[src/rtl/uart_tx_arbiter_if.sv]
// Handshake bundle between the echo/report requesters, the arbiter and uart_tx.
// The slave modport is the arbiter side; master is the requester/serializer side.
interface uart_tx_arbiter_if #(
    parameter int unsigned DATA_W = 8
);
    logic              e_valid;
    logic [DATA_W-1:0] e_data;
    logic              e_ready;
    logic              r_valid;
    logic [DATA_W-1:0] r_data;
    logic              r_last;
    logic              r_ready;
    logic              tx_busy;
    logic              tx_start;
    logic [DATA_W-1:0] tx_data;
    logic [1:0]        grant;
    logic              abort;

    modport slave (
        input  e_valid, e_data, r_valid, r_data, r_last, tx_busy,
        output e_ready, r_ready, tx_start, tx_data, grant, abort
    );

    modport master (
        output e_valid, e_data, r_valid, r_data, r_last, tx_busy,
        input  e_ready, r_ready, tx_start, tx_data, grant, abort
    );
endinterface

[src/rtl/uart_tx_arbiter.sv]
// Round-robin sharing of one uart_tx between echo bytes and locked report packets.
// Optional mid-packet lock timeout is built only when UART_ARB_TIMEOUT_EN is defined.
module uart_tx_arbiter #(
    parameter int unsigned DATA_W      = 8,
    parameter int unsigned TIMEOUT_CYC = 100_000
) (
    input logic              clk,
    input logic              rst,
    uart_tx_arbiter_if.slave bus
);

    localparam logic [1:0] ST_IDLE      = 2'd0;
    localparam logic [1:0] ST_ISSUE     = 2'd1;
    localparam logic [1:0] ST_WAIT_BUSY = 2'd2;
    localparam logic [1:0] ST_WAIT_DONE = 2'd3;

    localparam logic [1:0] GNT_NONE   = 2'b00;
    localparam logic [1:0] GNT_ECHO   = 2'b01;
    localparam logic [1:0] GNT_REPORT = 2'b10;

    logic [1:0]        state_q, state_d;
    logic [DATA_W-1:0] tx_data_q, tx_data_d;
    logic [1:0]        grant_q, grant_d;
    logic              tx_start_q, tx_start_d;
    logic              lock_q, lock_d;
    logic              last_rep_q, last_rep_d;
    logic              pick_e_c, pick_r_c;

`ifdef UART_ARB_TIMEOUT_EN
    localparam int unsigned CNT_W = (TIMEOUT_CYC > 1) ? $clog2(TIMEOUT_CYC) : 1;
    logic [CNT_W-1:0] cnt_q, cnt_d;
    logic             abort_q, abort_d;
`endif

    // Winner selection; readies are held low while reset is asserted.
    always_comb begin
        pick_e_c = 1'b0;
        pick_r_c = 1'b0;
        if (rst && (state_q == ST_IDLE) && !bus.tx_busy) begin
            if (lock_q) begin
                pick_r_c = bus.r_valid;
            end else if (bus.e_valid && bus.r_valid) begin
                pick_e_c = last_rep_q;
                pick_r_c = !last_rep_q;
            end else begin
                pick_e_c = bus.e_valid;
                pick_r_c = bus.r_valid;
            end
        end
    end

    always_comb begin
        state_d    = state_q;
        tx_data_d  = tx_data_q;
        grant_d    = grant_q;
        tx_start_d = 1'b0;
        lock_d     = lock_q;
        last_rep_d = last_rep_q;
`ifdef UART_ARB_TIMEOUT_EN
        cnt_d      = '0;
        abort_d    = 1'b0;
`endif
        case (state_q)
            ST_IDLE: begin
                if (pick_e_c) begin
                    tx_data_d  = bus.e_data;
                    grant_d    = GNT_ECHO;
                    tx_start_d = 1'b1;
                    state_d    = ST_ISSUE;
                end else if (pick_r_c) begin
                    tx_data_d  = bus.r_data;
                    grant_d    = GNT_REPORT;
                    lock_d     = !bus.r_last;
                    tx_start_d = 1'b1;
                    state_d    = ST_ISSUE;
                end
            end
            ST_ISSUE: begin
                state_d = ST_WAIT_BUSY;
            end
            ST_WAIT_BUSY: begin
                if (bus.tx_busy) begin
                    state_d = ST_WAIT_DONE;
                end
            end
            ST_WAIT_DONE: begin
                // A report only counts as served once its last byte has gone out.
                if (!bus.tx_busy) begin
                    state_d = ST_IDLE;
                    if (grant_q == GNT_ECHO) begin
                        last_rep_d = 1'b0;
                    end else if (!lock_q) begin
                        last_rep_d = 1'b1;
                    end
                    if (!lock_q) begin
                        grant_d = GNT_NONE;
                    end
                end
            end
            default: begin
                state_d = ST_IDLE;
            end
        endcase
`ifdef UART_ARB_TIMEOUT_EN
        // Stalled report packet: drop the lock and hand the next turn to echo.
        if ((state_q == ST_IDLE) && lock_q && !bus.r_valid) begin
            if (cnt_q == CNT_W'(TIMEOUT_CYC - 1)) begin
                lock_d     = 1'b0;
                last_rep_d = 1'b1;
                grant_d    = GNT_NONE;
                abort_d    = 1'b1;
            end else begin
                cnt_d = cnt_q + CNT_W'(1);
            end
        end
`endif
    end

    always_ff @(posedge clk or negedge rst) begin
        if (!rst) begin
            state_q    <= ST_IDLE;
            tx_data_q  <= '0;
            grant_q    <= GNT_NONE;
            tx_start_q <= 1'b0;
            lock_q     <= 1'b0;
            last_rep_q <= 1'b1;
        end else begin
            state_q    <= state_d;
            tx_data_q  <= tx_data_d;
            grant_q    <= grant_d;
            tx_start_q <= tx_start_d;
            lock_q     <= lock_d;
            last_rep_q <= last_rep_d;
        end
    end

`ifdef UART_ARB_TIMEOUT_EN
    always_ff @(posedge clk or negedge rst) begin
        if (!rst) begin
            cnt_q   <= '0;
            abort_q <= 1'b0;
        end else begin
            cnt_q   <= cnt_d;
            abort_q <= abort_d;
        end
    end

    assign bus.abort = abort_q;
`else
    assign bus.abort = 1'b0;
`endif

    assign bus.e_ready  = pick_e_c;
    assign bus.r_ready  = pick_r_c;
    assign bus.tx_start = tx_start_q;
    assign bus.tx_data  = tx_data_q;
    assign bus.grant    = grant_q;

endmodule

[src/flat_wrapper.sv]
// flat-port wrapper written by rule: the top's interface ports become plain ports
module uart_tx_arbiter_flat 
#(
    parameter int unsigned DATA_W      = 8,
    parameter int unsigned TIMEOUT_CYC = 100_000
)
  (clk, rst, bus_e_valid, bus_e_data, bus_r_valid, bus_r_data, bus_r_last, bus_tx_busy, bus_e_ready, bus_r_ready, bus_tx_start, bus_tx_data, bus_grant, bus_abort);
  uart_tx_arbiter_if #(.DATA_W(DATA_W)) bus_i ();
  input logic clk;
  input logic rst;
  input wire logic [$bits(bus_i.e_valid)-1:0] bus_e_valid;
  input wire logic [$bits(bus_i.e_data)-1:0] bus_e_data;
  input wire logic [$bits(bus_i.r_valid)-1:0] bus_r_valid;
  input wire logic [$bits(bus_i.r_data)-1:0] bus_r_data;
  input wire logic [$bits(bus_i.r_last)-1:0] bus_r_last;
  input wire logic [$bits(bus_i.tx_busy)-1:0] bus_tx_busy;
  output wire logic [$bits(bus_i.e_ready)-1:0] bus_e_ready;
  output wire logic [$bits(bus_i.r_ready)-1:0] bus_r_ready;
  output wire logic [$bits(bus_i.tx_start)-1:0] bus_tx_start;
  output wire logic [$bits(bus_i.tx_data)-1:0] bus_tx_data;
  output wire logic [$bits(bus_i.grant)-1:0] bus_grant;
  output wire logic [$bits(bus_i.abort)-1:0] bus_abort;
  assign bus_i.e_valid = bus_e_valid;
  assign bus_i.e_data = bus_e_data;
  assign bus_i.r_valid = bus_r_valid;
  assign bus_i.r_data = bus_r_data;
  assign bus_i.r_last = bus_r_last;
  assign bus_i.tx_busy = bus_tx_busy;
  assign bus_e_ready = bus_i.e_ready;
  assign bus_r_ready = bus_i.r_ready;
  assign bus_tx_start = bus_i.tx_start;
  assign bus_tx_data = bus_i.tx_data;
  assign bus_grant = bus_i.grant;
  assign bus_abort = bus_i.abort;
  uart_tx_arbiter #(.DATA_W(DATA_W), .TIMEOUT_CYC(TIMEOUT_CYC)) u_core (.clk(clk), .rst(rst), .bus(bus_i));
endmodule
[config.mk]
export PLATFORM = sky130hd
export DESIGN_NAME = uart_tx_arbiter_flat
export DESIGN_NICKNAME = d
export VERILOG_FILES = /design/src/rtl/uart_tx_arbiter_if.sv /design/src/rtl/uart_tx_arbiter.sv /design/src/flat_wrapper.sv
export SDC_FILE = /design/constraint.sdc
export NUM_CORES = 1
export LEC_CHECK = 0
export BUFFER_PORTS_ARGS = -buffer_cell sky130_fd_sc_hd__buf_4
export CAP_MARGIN = 20
export CORE_MARGIN = 2
export CORE_UTILIZATION = 49
export CTS_CLUSTER_SIZE = 20
export DETAILED_ROUTE_END_ITERATION = 7
export PLACE_DENSITY_LB_ADDON = 0.15
export SETUP_SLACK_MARGIN = 0.02
export SLEW_MARGIN = 20
export SYNTH_ARGS = -nofsm -noshare
export SYNTH_HDL_FRONTEND = slang
export SYNTH_SLANG_ARGS = --single-unit
[constraint.sdc]
create_clock -name clk -period 3.2 [get_ports clk]
set_clock_uncertainty 0.1 [all_clocks]
set_input_delay 0.8 -clock clk [delete_from_list [all_inputs] [get_ports clk]]
set_output_delay 0.8 -clock clk [all_outputs]
set_load 0.01 [all_outputs]
== Yosys cells after proc, flatten, opt, wreduce, memory -nomap -nowiden ==
Index checks and enable logic that the tools add are counted.
Widths: inputs -> output; s select.
Storage, ports and cells
  register bits: 15
  input bits: 22
Cells by class
  equal/unequal tests: 9
  multiplexer cells: 23
  bitwise logic cells: 2
  reduce and logical (&&, ||, !) cells: 14
Operator list (count)
  $mux 2: 8
  $mux 8: 2
  $mux 1: 11
  $reduce_and 3->1: 3
  $ne 2x2->1 const B: 4
  $pmux 2 s4: 1
  $eq 2x1->1 const B: 2
  $eq 2x2->1 const B: 2
  $pmux 2 s2: 1
  $reduce_and 4->1: 1
  $reduce_bool 2->1: 2
  $logic_and 1x1->1: 3
  $logic_not 1->1: 3
  $ne 3x3->1 const B: 1
  $logic_not 2->1: 1
  $not 1->1: 2
  $reduce_and 2->1: 1

== Depth between registers and ports, before layout ==
Gate-level depths: netlist of the first run.
  depth after elaboration: 7
  mapped depth: 7
  mapped depth without buffers: 6

== Worst setup path after synthesis of the first run ==
Ideal clock, no wire load.
  path kind: input to output
  start: input rst
  end: output bus_r_ready
  data arrival time: 1353 ps
  data required time: 2300 ps
  slack: 947 ps
  cell stages on the path: 3
  path buffers: 0
  cells stage by stage: nor2b_1 -> nand3_1 -> a21oi_1
On the way
  longest elaborated chain between the ends: 3
Ends and longest elaborated chain
  start, declared: line flat_wrapper.sv:10  | input logic rst;
  $logic_and 1x1->1 (2 in a row): line uart_tx_arbiter.sv:39  | if (rst && (state_q == ST_IDLE) && !bus.tx_busy) begin
  $mux 1: line uart_tx_arbiter.sv:39
  end, declared: line flat_wrapper.sv:18  | output wire logic [$bits(bus_i.r_ready)-1:0] bus_r_ready;
Every way passes these cells.

== Worst setup path in the final report of the first run ==
Ends and elaborated chain as after synthesis.

==> results.py, run 1 <==
metrics = {
    "run_status": {
        "status": "finished clean",
    },
    "global_routing": {
        "grt.total_usage_pct": 21.05,
        "grt_pass1_wl_mm": 3.084,
        "grt_pass1_vias": 706,
        "grt_max_degree": 18,
        "overflow": 0,
        "antenna_found_initial": 0,
    },
    "timing": {
        "max_freq_mhz": 376.6,
        "min_period_ns": 2.655,
        "setup_violations": 0,
        "rsz0062_at_grt": "no",
        "setup-tns-final_ns": 0,
        "worstMarginPinSlew_ns": 0.5915,
        "finalHoldViolCount": 0,
        "maxSlewViolCount": 0,
        "finalCritPeriodShare_pct": 82.97,
        "slew_headroom_pct": 60.54,
    },
    "cts": {
        "post-cts-setup-buffers": 0,
        "cts_tree": "done",
        "root_buffer": "clkbuf_4",
        "cts_buffer_depth": 2,
        "insertion_delay_ns": 0.28,
        "numClockSinks": 15,
        "clk_pin_slew_ns": 0.09,
        "cts_made_buffers": 3,
        "ctsResizeCount": 0,
        "cts_hold_buf": 0,
        "ctsHtreeMaxLevel": 1,
    },
    "place": {
        "dpl.cell_count": 129,
        "dpl-instance-area_sq_mm": 0.001089,
        "io_buffers": 34,
        "post-dp-hpwl_mm": 1.409,
        "gp_congestion": 0.8721,
    },
    "job": {
        "max-cap-violations": 0,
    },
    "drt": {
        "top_layer_used": "met4",
        "vias": 702,
        "wl_mm": 1.746,
        "viasPerCell": 5.278,
        "antenna_left": 0,
        "dr_wl_met3_microns": 110,
        "wl_per_cell_microns": 13.13,
        "drc": 0,
        "routedLengthMet1_microns": 721,
        "drtIter0Drc": 3,
        "drtPass1Iterations": 2,
        "route.met2.wl_microns": 895,
    },
    "die": {
        "die_y_microns": 45.15,
        "rows": 14,
        "die_x_microns": 45.15,
        "dieArea_sq_mm": 0.002038,
        "start_util_pct": 53.81,
        "core_area_sq_mm": 0.001541,
        "pin_count": 36,
    },
    "setup_path": {
        "arrival_ns": 1.76,
        "worstSetupEndpointType": "output pin",
        "crit_fanout": 17,
        "crit_type": "input pin to output pin",
        "startpoint_type": "input pin",
        "critPathRequiredTime_ns": 2.30,
    },
    "logic_synthesis": {
        "synth_area_per_cell_sq_um": 10.24,
        "syn-cell-area_sq_um": 829.5,
        "ys_types": 27,
        "postSynthCellCount": 81,
        "ys_warn_count": 0,
        "synth_fp_nets": 106,
        "yosysSeqAreaShare_pct": 45.40,
        "ys_ff_latch": 15,
    },
    "finish": {
        "antennaDiodeCount": 0,
        "area_growth_pct": 34.39,
        "drive_gt1_share_pct": 37.61,
        "final_nets": 143,
        "fin_cells": 133,
        "postLayoutCellArea_sq_mm": 0.001115,
        "n_fill_cell": 124,
    },
    "pwr": {
        "ir_drop_mv": 0.5651,
        "powerDensity_mw_per_mm2": 760.2,
        "p_leak_uw": 0.0005608,
    },
    "worst_hold_path": {
        "min_path_type": "input pin to asynchronous set/reset pin",
    },
}
[final timing paths]
kind | startpoint | endpoint | slack [ns] | depth (start not counted)
setup / recovery | rst | bus_r_ready | 0.54 | 5
hold / removal | rst | u_core.bus.grant[1] | 0.27 | 1
setup reg to reg | u_core.state_q[0] | u_core.bus.tx_data[5] | 1.26 | 7
hold reg to reg | u_core.bus.tx_data[3] | u_core.bus.tx_data[3] | 0.39 | 2
max in group asynchronous | rst | u_core.last_rep_q | 2.48 | 1
min in group clk | u_core.bus.tx_data[3] | u_core.bus.tx_data[3] | 0.39 | 2
[synth_stat cells]
cell type	number	share of area, %
buf_6	1	1.4
a22o_1	2	2.1
nor2_1	2	0.91
nand2b_1	3	2.3
o32a_1	1	1.2
a21oi_1	3	1.8
nor2b_1	4	3.0
buf_4	1	0.91
nor3_1	1	0.60
nand2_1	10	4.5
a2bb2oi_1	1	1.1
o21bai_2	1	1.4
nor3_2	1	1.2
inv_1	6	2.7
o32ai_1	1	1.1
buf_2	1	0.60
conb_1	1	0.45
mux2i_1	8	9.7
dfstp_2	1	3.2
ha_1	3	4.5
nand3b_4	1	2.4
a2bb2oi_2	1	1.8
dfrtp_1	14	42
mux2_4	1	1.8
o21ai_0	1	0.60
nand3_1	2	1.2
o21ai_1	9	5.4
[power by group]
group,total [uW],leakage [uW],switching (uW),internal (uW)
combinational,408,0.000359,194,214
clock,107,0.0000150,58.3,48.3
sequential,333,0.000187,59.1,274
[flip-flops by register name (all words and copies together) (netlist names)]
register and flops:
u_core.state_q 2, u_core.last_rep_q 1, u_core.bus.tx_start 1, u_core.bus.tx_data 8, u_core.lock_q 1, u_core.bus.grant 2
[placed cells by master (no fill, tap or decap), types with 3 or more instances in the layout]
master / count
o21ai_1: 9
buf_4: 35
ha_1: 3
mux2i_1: 8
dfrtp_1: 14
inv_1: 6
nor2b_1: 4
clkbuf_4: 3
nand2_1: 10
a21oi_1: 3
nand2b_1: 3
[per-stage QoR]
step	setup slack [ns]	power (uW)	utilization, %	hold WS (ns)
floorplan	0.9469	582.1	-	0.4044
global placement	0.5753	731.9	70.62	0.3720
detailed placement	0.5374	747.6	70.62	0.3793
CTS	0.5326	855.5	72.32	0.2698
global route	0.4386	922.5	72.32	0.2692
finish	0.5448	847.4	72.32	0.2652
[per-layer routing]
metal	track usage, %	vias to the layer above
li1	-	349
met1	25.51	328
met2	36.57	23
met3	5.200	2
met4	6.471	0
met5	0	-
[worst max-delay path, stage by stage]
cell     delay (ns)
buf_4          0.22
nor2b_1        0.24
nand3_1        0.15
a21oi_1        0.19
buf_4          0.15
[logic make-up after synthesis]
logic type / share of synthesized area, %
buffers and inverters: 5.580
AO/OA/AOI/OAI: 16.44
AND/OR/NAND/NOR: 16.14
multiplexers: 11.46
other: 0.4521
adder cells (fa/ha/maj): 4.525
flip-flops: 45.40
[final cells by class]
class / instances / area [sq um] / share of cell area [%]
clock buffers: 4 / 26.28 / 2.357
flip-flops and latches: 15 / 376.6 / 33.78
multi-input cells: 57 / 406.6 / 36.48
inverters: 6 / 22.52 / 2.020
well taps: 16 / 20.02 / 1.796
repair buffers: 35 / 262.8 / 23.57
(Power assumes the default switching activity.)
==> run 2: changes to the inputs <==
CORE_ASPECT_RATIO = 1.5   (was not set)
CORE_UTILIZATION = 41   (was 49)
clock period = 2.2 ns   (was 3.2 ns; I/O delays follow)
==> run 2 against run 1 <==
Clock power increased by 48%; sequential power increased by 45%; clock-buffer cell count decreased by 1; combinational power increased by 57%.
==> results.py, run 2 (synthesized netlist as in run 1, its figures left out) <==
metrics = {
    "finish": {
        "drive_gt1_share_pct": 42.15,
        "antennaDiodeCount": 0,
        "final_common_cell": "buf_4",
        "final_nets": 147,
        "most-common-layout-cells": "buf_4, dfrtp_1, nand2_1, o21ai_1, mux2i_1",
        "postLayoutCellArea_sq_mm": 0.001177,
        "fin_cells": 142,
        "largest_reg_flops": 8,
        "area_growth_pct": 41.93,
    },
    "setup_path": {
        "path_cells": "inv_2 > ha_4 > nand3_1 > a21oi_2 > buf_4",
        "worstSetupEndpointType": "output pin",
        "path_buf_inv": 2,
        "startpoint_type": "flip-flop",
        "crit_fanout": 5,
        "critPathSlowestCell": "dfrtp_1",
        "arrival_ns": 1.46,
        "critPathRequiredTime_ns": 1.55,
        "max_stage_delay_ns": 0.43,
        "crit_type": "flip-flop to output pin",
        "cp_top_family": "flip-flops",
    },
    "cts": {
        "cts_tree": "done",
        "ctsHtreeMaxLevel": 1,
        "clk_pin_slew_ns": 0.09,
        "root_buffer": "clkbuf_4",
        "numClockSinks": 15,
        "cts_made_buffers": 3,
        "insertion_delay_ns": 0.29,
        "cts_buffer_depth": 2,
    },
    "global_routing": {
        "grt.total_usage_pct": 17.68,
        "grt_max_degree": 18,
        "grt_pass1_wl_mm": 2.904,
        "antenna_found_initial": 0,
        "overflow": 0,
        "grt_pass1_vias": 660,
    },
    "timing": {
        "worstMarginPinSlew_ns": 0.6178,
        "max_freq_mhz": 473.1,
        "min_period_ns": 2.114,
        "fin_ws_ns": 0.08619,
        "finalCritPeriodShare_pct": 96.08,
        "slew_headroom_pct": 58.79,
        "setup_violations": 0,
        "finalHoldViolCount": 0,
        "maxSlewViolCount": 0,
        "whs_ns": 0.1204,
    },
    "pwr": {
        "internal_power_uw": 808.6,
        "p_sw_uw": 470.4,
        "seqPwrFrac_pct": 37.7,
        "ir_drop_mv": 0.7221,
        "combPwrFrac_pct": 50.0,
        "p_leak_uw": 0.0005859,
        "swShare_pct": 36.78,
        "p_clk_share_pct": 12.3,
        "power_uw": 1279,
        "powerDensity_mw_per_mm2": 1086,
    },
    "place": {
        "gp_congestion": 0.8269,
        "dpl.cell_count": 135,
        "post-dp-hpwl_mm": 1.408,
        "dpl-instance-area_sq_mm": 0.001102,
        "io_buffers": 34,
        "dp_slack_ns": 0.1499,
    },
    "drt": {
        "drtPass1Iterations": 4,
        "vias": 727,
        "antenna_left": 0,
        "viasPerCell": 5.120,
        "drtIter0Drc": 5,
        "wl_mm": 1.796,
        "drc": 0,
        "wl_per_cell_microns": 12.65,
    },
    "job": {
        "max-cap-violations": 0,
    },
    "die": {
        "rows": 19,
        "start_util_pct": 44.17,
        "pin_count": 36,
        "die_y_microns": 59.09,
        "core_area_sq_mm": 0.001878,
        "dieArea_sq_mm": 0.002406,
        "die_x_microns": 40.73,
    },
    "run_status": {
        "status": "finished clean",
    },
    "worst_hold_path": {
        "min_path_type": "input pin to asynchronous set/reset pin",
    },
}
## run 2: metal layers
layer  vias to the layer above  routed length (microns)  GRT usage [%]
met2                        25                      916          28.34
met3                         5                       99          1.128
met1                       337                      726          21.71
met4                         0                       55          11.43
met5                         -                        0              0
li1                        360                        -              -
## run 2: power by group through the flow
| stage | Sequential (uW) | Combinational [uW] | Clock, uW |
|---|---|---|---|
| 2_1_floorplan | 511 | 335 | 0 |
| 3_3_place_gp | 482 | 588 | 0 |
| 3_5_place_dp | 485 | 598 | 0 |
| 4_1_cts | 480 | 633 | 164 |
| 5_1_grt | 498 | 715 | 176 |
| 6_report | 482 | 639 | 158 |
## run 2: through the flow
| stage | TNS (ns) | utilization [%] |
|---|---|---|
| 2_1_floorplan | 0 | - |
| 3_3_place_gp | 0 | 58.69 |
| 3_5_place_dp | 0 | 58.69 |
| 4_1_cts | 0 | 61.89 |
| 5_1_grt | -0.0003628 | 62.69 |
| 6_report | 0 | 62.69 |
## run 2: worst paths after layout
kind | endpoint | cells after the start | slack [ns] | startpoint
worst max-delay path | bus_r_ready | 5 | 0.09 | u_core.state_q[0]
worst min-delay path | u_core.last_rep_q | 1 | 0.12 | rst
worst max register to register | u_core.bus.tx_data[4] | 7 | 0.44 | u_core.state_q[0]
worst min register to register | u_core.bus.tx_data[1] | 2 | 0.40 | u_core.bus.tx_data[1]
max in group asynchronous | u_core.state_q[0] | 2 | 1.34 | rst
min in group clk | u_core.lock_q | 2 | 0.32 | bus_r_last
## run 2: layout make-up
class / count / area, sq um
clock inverters: 1 / 5.005
flip-flops and latches: 15 / 376.6
well taps: 21 / 26.28
inverters: 6 / 22.52
clock buffers: 3 / 22.52
fillers: 167 / 700.7
repair buffers: 39 / 295.3
multi-input cells: 57 / 429.2
## run 2: timing repair
item                                   in CTS  in global routing
hold buffers                                1                  0
gates resized for setup                     4                  1
cloned                                      0                  0
buffers inserted                            0                  2
setup endpoints to repair                   2                  2
endpoints found under the hold margin       2                  0
==> run 3: changes to the inputs <==
CELL_PAD_IN_SITES_DETAIL_PLACEMENT = 1   (was not set)
CELL_PAD_IN_SITES_GLOBAL_PLACEMENT = 2   (was not set)
CORE_UTILIZATION = 26   (was 41)
GPL_TIMING_DRIVEN = 0   (was not set)
clock period = 2.3 ns   (was 2.2 ns; I/O delays follow)
==> run 3 against run 2 <==
Register-to-register slack about the same; final area up 2.8%; non-clock buffer count down 1; clock-buffer cell count up 1; sequential share of layout area down 0.86 points; first-iteration DRC count down 40%; largest power group unchanged.
==> results.py, run 3 (synthesized netlist as in run 1, its figures left out) <==
metrics = {
    "cts": {
        "cts_buffer_depth": 2,
        "cts_hold_buf": 0,
        "cts_made_buffers": 3,
        "cts_tree": "done",
        "insertion_delay_ns": 0.24,
        "numClockSinks": 15,
        "clk_pin_slew_ns": 0.06,
        "ctsHtreeMaxLevel": 1,
        "root_buffer": "clkbuf_8",
    },
    "finish": {
        "antennaDiodeCount": 0,
        "largest_reg_flops": 8,
        "final_core_utilization_pct": 39.07,
        "final_nets": 146,
        "final_common_cell": "buf_4",
        "postLayoutCellArea_sq_mm": 0.001210,
        "most-common-layout-cells": "buf_4, dfrtp_1, nand2_1, o21ai_1, mux2i_1",
        "drive_gt1_share_pct": 41.67,
        "n_fill_cell": 346,
        "area_growth_pct": 45.85,
    },
    "global_routing": {
        "grt_max_degree": 18,
        "busiest_layer": "met2",
        "grt_use_met1_pct": 13.38,
        "antenna_found_initial": 0,
        "grt.total_usage_pct": 12.99,
        "grt_pass1_vias": 787,
        "overflow": 0,
        "use_met3_pct": 2.254,
        "met2_usage_pct": 25.44,
        "grt_pass1_wl_mm": 3.636,
    },
    "setup_path": {
        "rrSetupSlack_ns": 0.43,
        "arrival_ns": 1.49,
        "crit_fanout": 5,
        "timing.rr.end": "u_core.bus.tx_data[7]",
        "worstSetupEndpointType": "output pin",
        "startpoint_type": "flip-flop",
        "r2r_start": "u_core.state_q[0]",
        "crit_type": "flip-flop to output pin",
        "reg2regPathDepth": 8,
        "critPathRequiredTime_ns": 1.62,
    },
    "drt": {
        "wl_mm": 2.174,
        "wl_per_cell_microns": 13.59,
        "drtPass1Iterations": 2,
        "drtIter0Drc": 3,
        "drc": 0,
        "antenna_left": 0,
        "vias": 729,
        "viasPerCell": 4.556,
    },
    "pwr": {
        "ir_drop_mv": 0.4112,
        "powerDensity_mw_per_mm2": 1060,
        "p_leak_uw": 0.0005850,
    },
    "timing": {
        "max_freq_mhz": 461.1,
        "maxSlewViolCount": 0,
        "rsz0062_at_grt": "no",
        "finalHoldViolCount": 0,
        "finalCritPeriodShare_pct": 94.29,
        "setup_violations": 0,
        "min_period_ns": 2.169,
    },
    "die": {
        "start_util_pct": 26.79,
        "dieArea_sq_mm": 0.003668,
        "die_x_microns": 50.12,
        "core_area_sq_mm": 0.003097,
        "pin_count": 36,
        "die_y_microns": 73.18,
        "rows": 25,
    },
    "worst_hold_path": {
        "min_path_type": "input pin to asynchronous set/reset pin",
    },
    "place": {
        "io_buffers": 34,
        "dpl-instance-area_sq_mm": 0.001135,
        "post-dp-hpwl_mm": 1.735,
        "gp_congestion": 0.7011,
    },
    "run_status": {
        "status": "finished clean",
    },
    "job": {
        "max-cap-violations": 0,
    },
}
## run 3: cell types whose count changed in the layout (fill, tap and decap cells not counted), moves of 2 or more
cell and change:
buf_4 -3, buf_6 +2, clkbuf_8 +3, clkbuf_4 -3
## run 3: cell type report
type | instances | area, sq um | share of cell area, %
plain buffers | 3 | 23.77 | 1.965
repair buffers | 35 | 266.5 | 22.03
well taps | 40 | 50.05 | 4.137
flip-flops and latches | 15 | 376.6 | 31.13
inverters | 6 | 22.52 | 1.861
multi-input cells | 57 | 425.4 | 35.16
clock buffers | 4 | 45.04 | 3.723
## run 3: worst max path at each step
stage	slack, ns	to	depth (start not counted)	start
2_1_floorplan	0.47	bus_e_ready	5	u_core.state_q[0]
3_5_place_dp	-0.03	bus_r_ready	5	rst
6_report	0.13	bus_e_ready	6	u_core.state_q[0]
5_1_grt	0.03	bus_e_ready	6	u_core.state_q[0]
4_1_cts	0.04	bus_r_ready	5	rst
3_3_place_gp	-0.02	bus_r_ready	5	rst
## run 3: worst max-delay path, stage by stage (launching register included)
cell      delay, ns
dfrtp_1        0.41
inv_1          0.13
ha_4           0.19
nand3b_4       0.08
nor3_2         0.20
buf_6          0.13
buf_4          0.11
## run 3: repair_timing
| action | in CTS | in global routing |
|---|---|---|
| gates resized for setup | 2 | 3 |
| hold endpoints to repair | 0 | 0 |
| buffers inserted | 1 | 0 |
| pin swaps | 0 | 0 |
| setup endpoints to repair | 2 | 2 |
## run 3: where the power goes
group | switching [uW] | leakage (uW) | internal [uW]
Sequential | 80.1 | 0.000187 | 382
Combinational | 290 | 0.000375 | 321
Clock | 87.0 | 0.0000228 | 122
## run 3: metrics by stage
step	hold slack [ns]	total power, uW	cells	setup TNS (ns)	worst slack (ns)
final	0.05498	1282	160	0	0.1312
after global routing	0.06030	1395	160	0	0.03092
after CTS	0.09707	1289	160	0	0.03705
after detailed placement	0.3606	1066	155	-0.02833	-0.02833
after global placement	0.3599	1037	155	-0.02418	-0.02418
after floorplan	0.1794	809.9	81	0	0.4715
## run 3: per-layer routing
layer | up-vias | routed length, microns | share of wire (%)
li1 | 356 | - | -
met1 | 353 | 786 | 36
met2 | 18 | 1255 | 58
met3 | 2 | 109 | 5.0
met4 | 0 | 22 | 1.0
met5 | - | 0 | 0
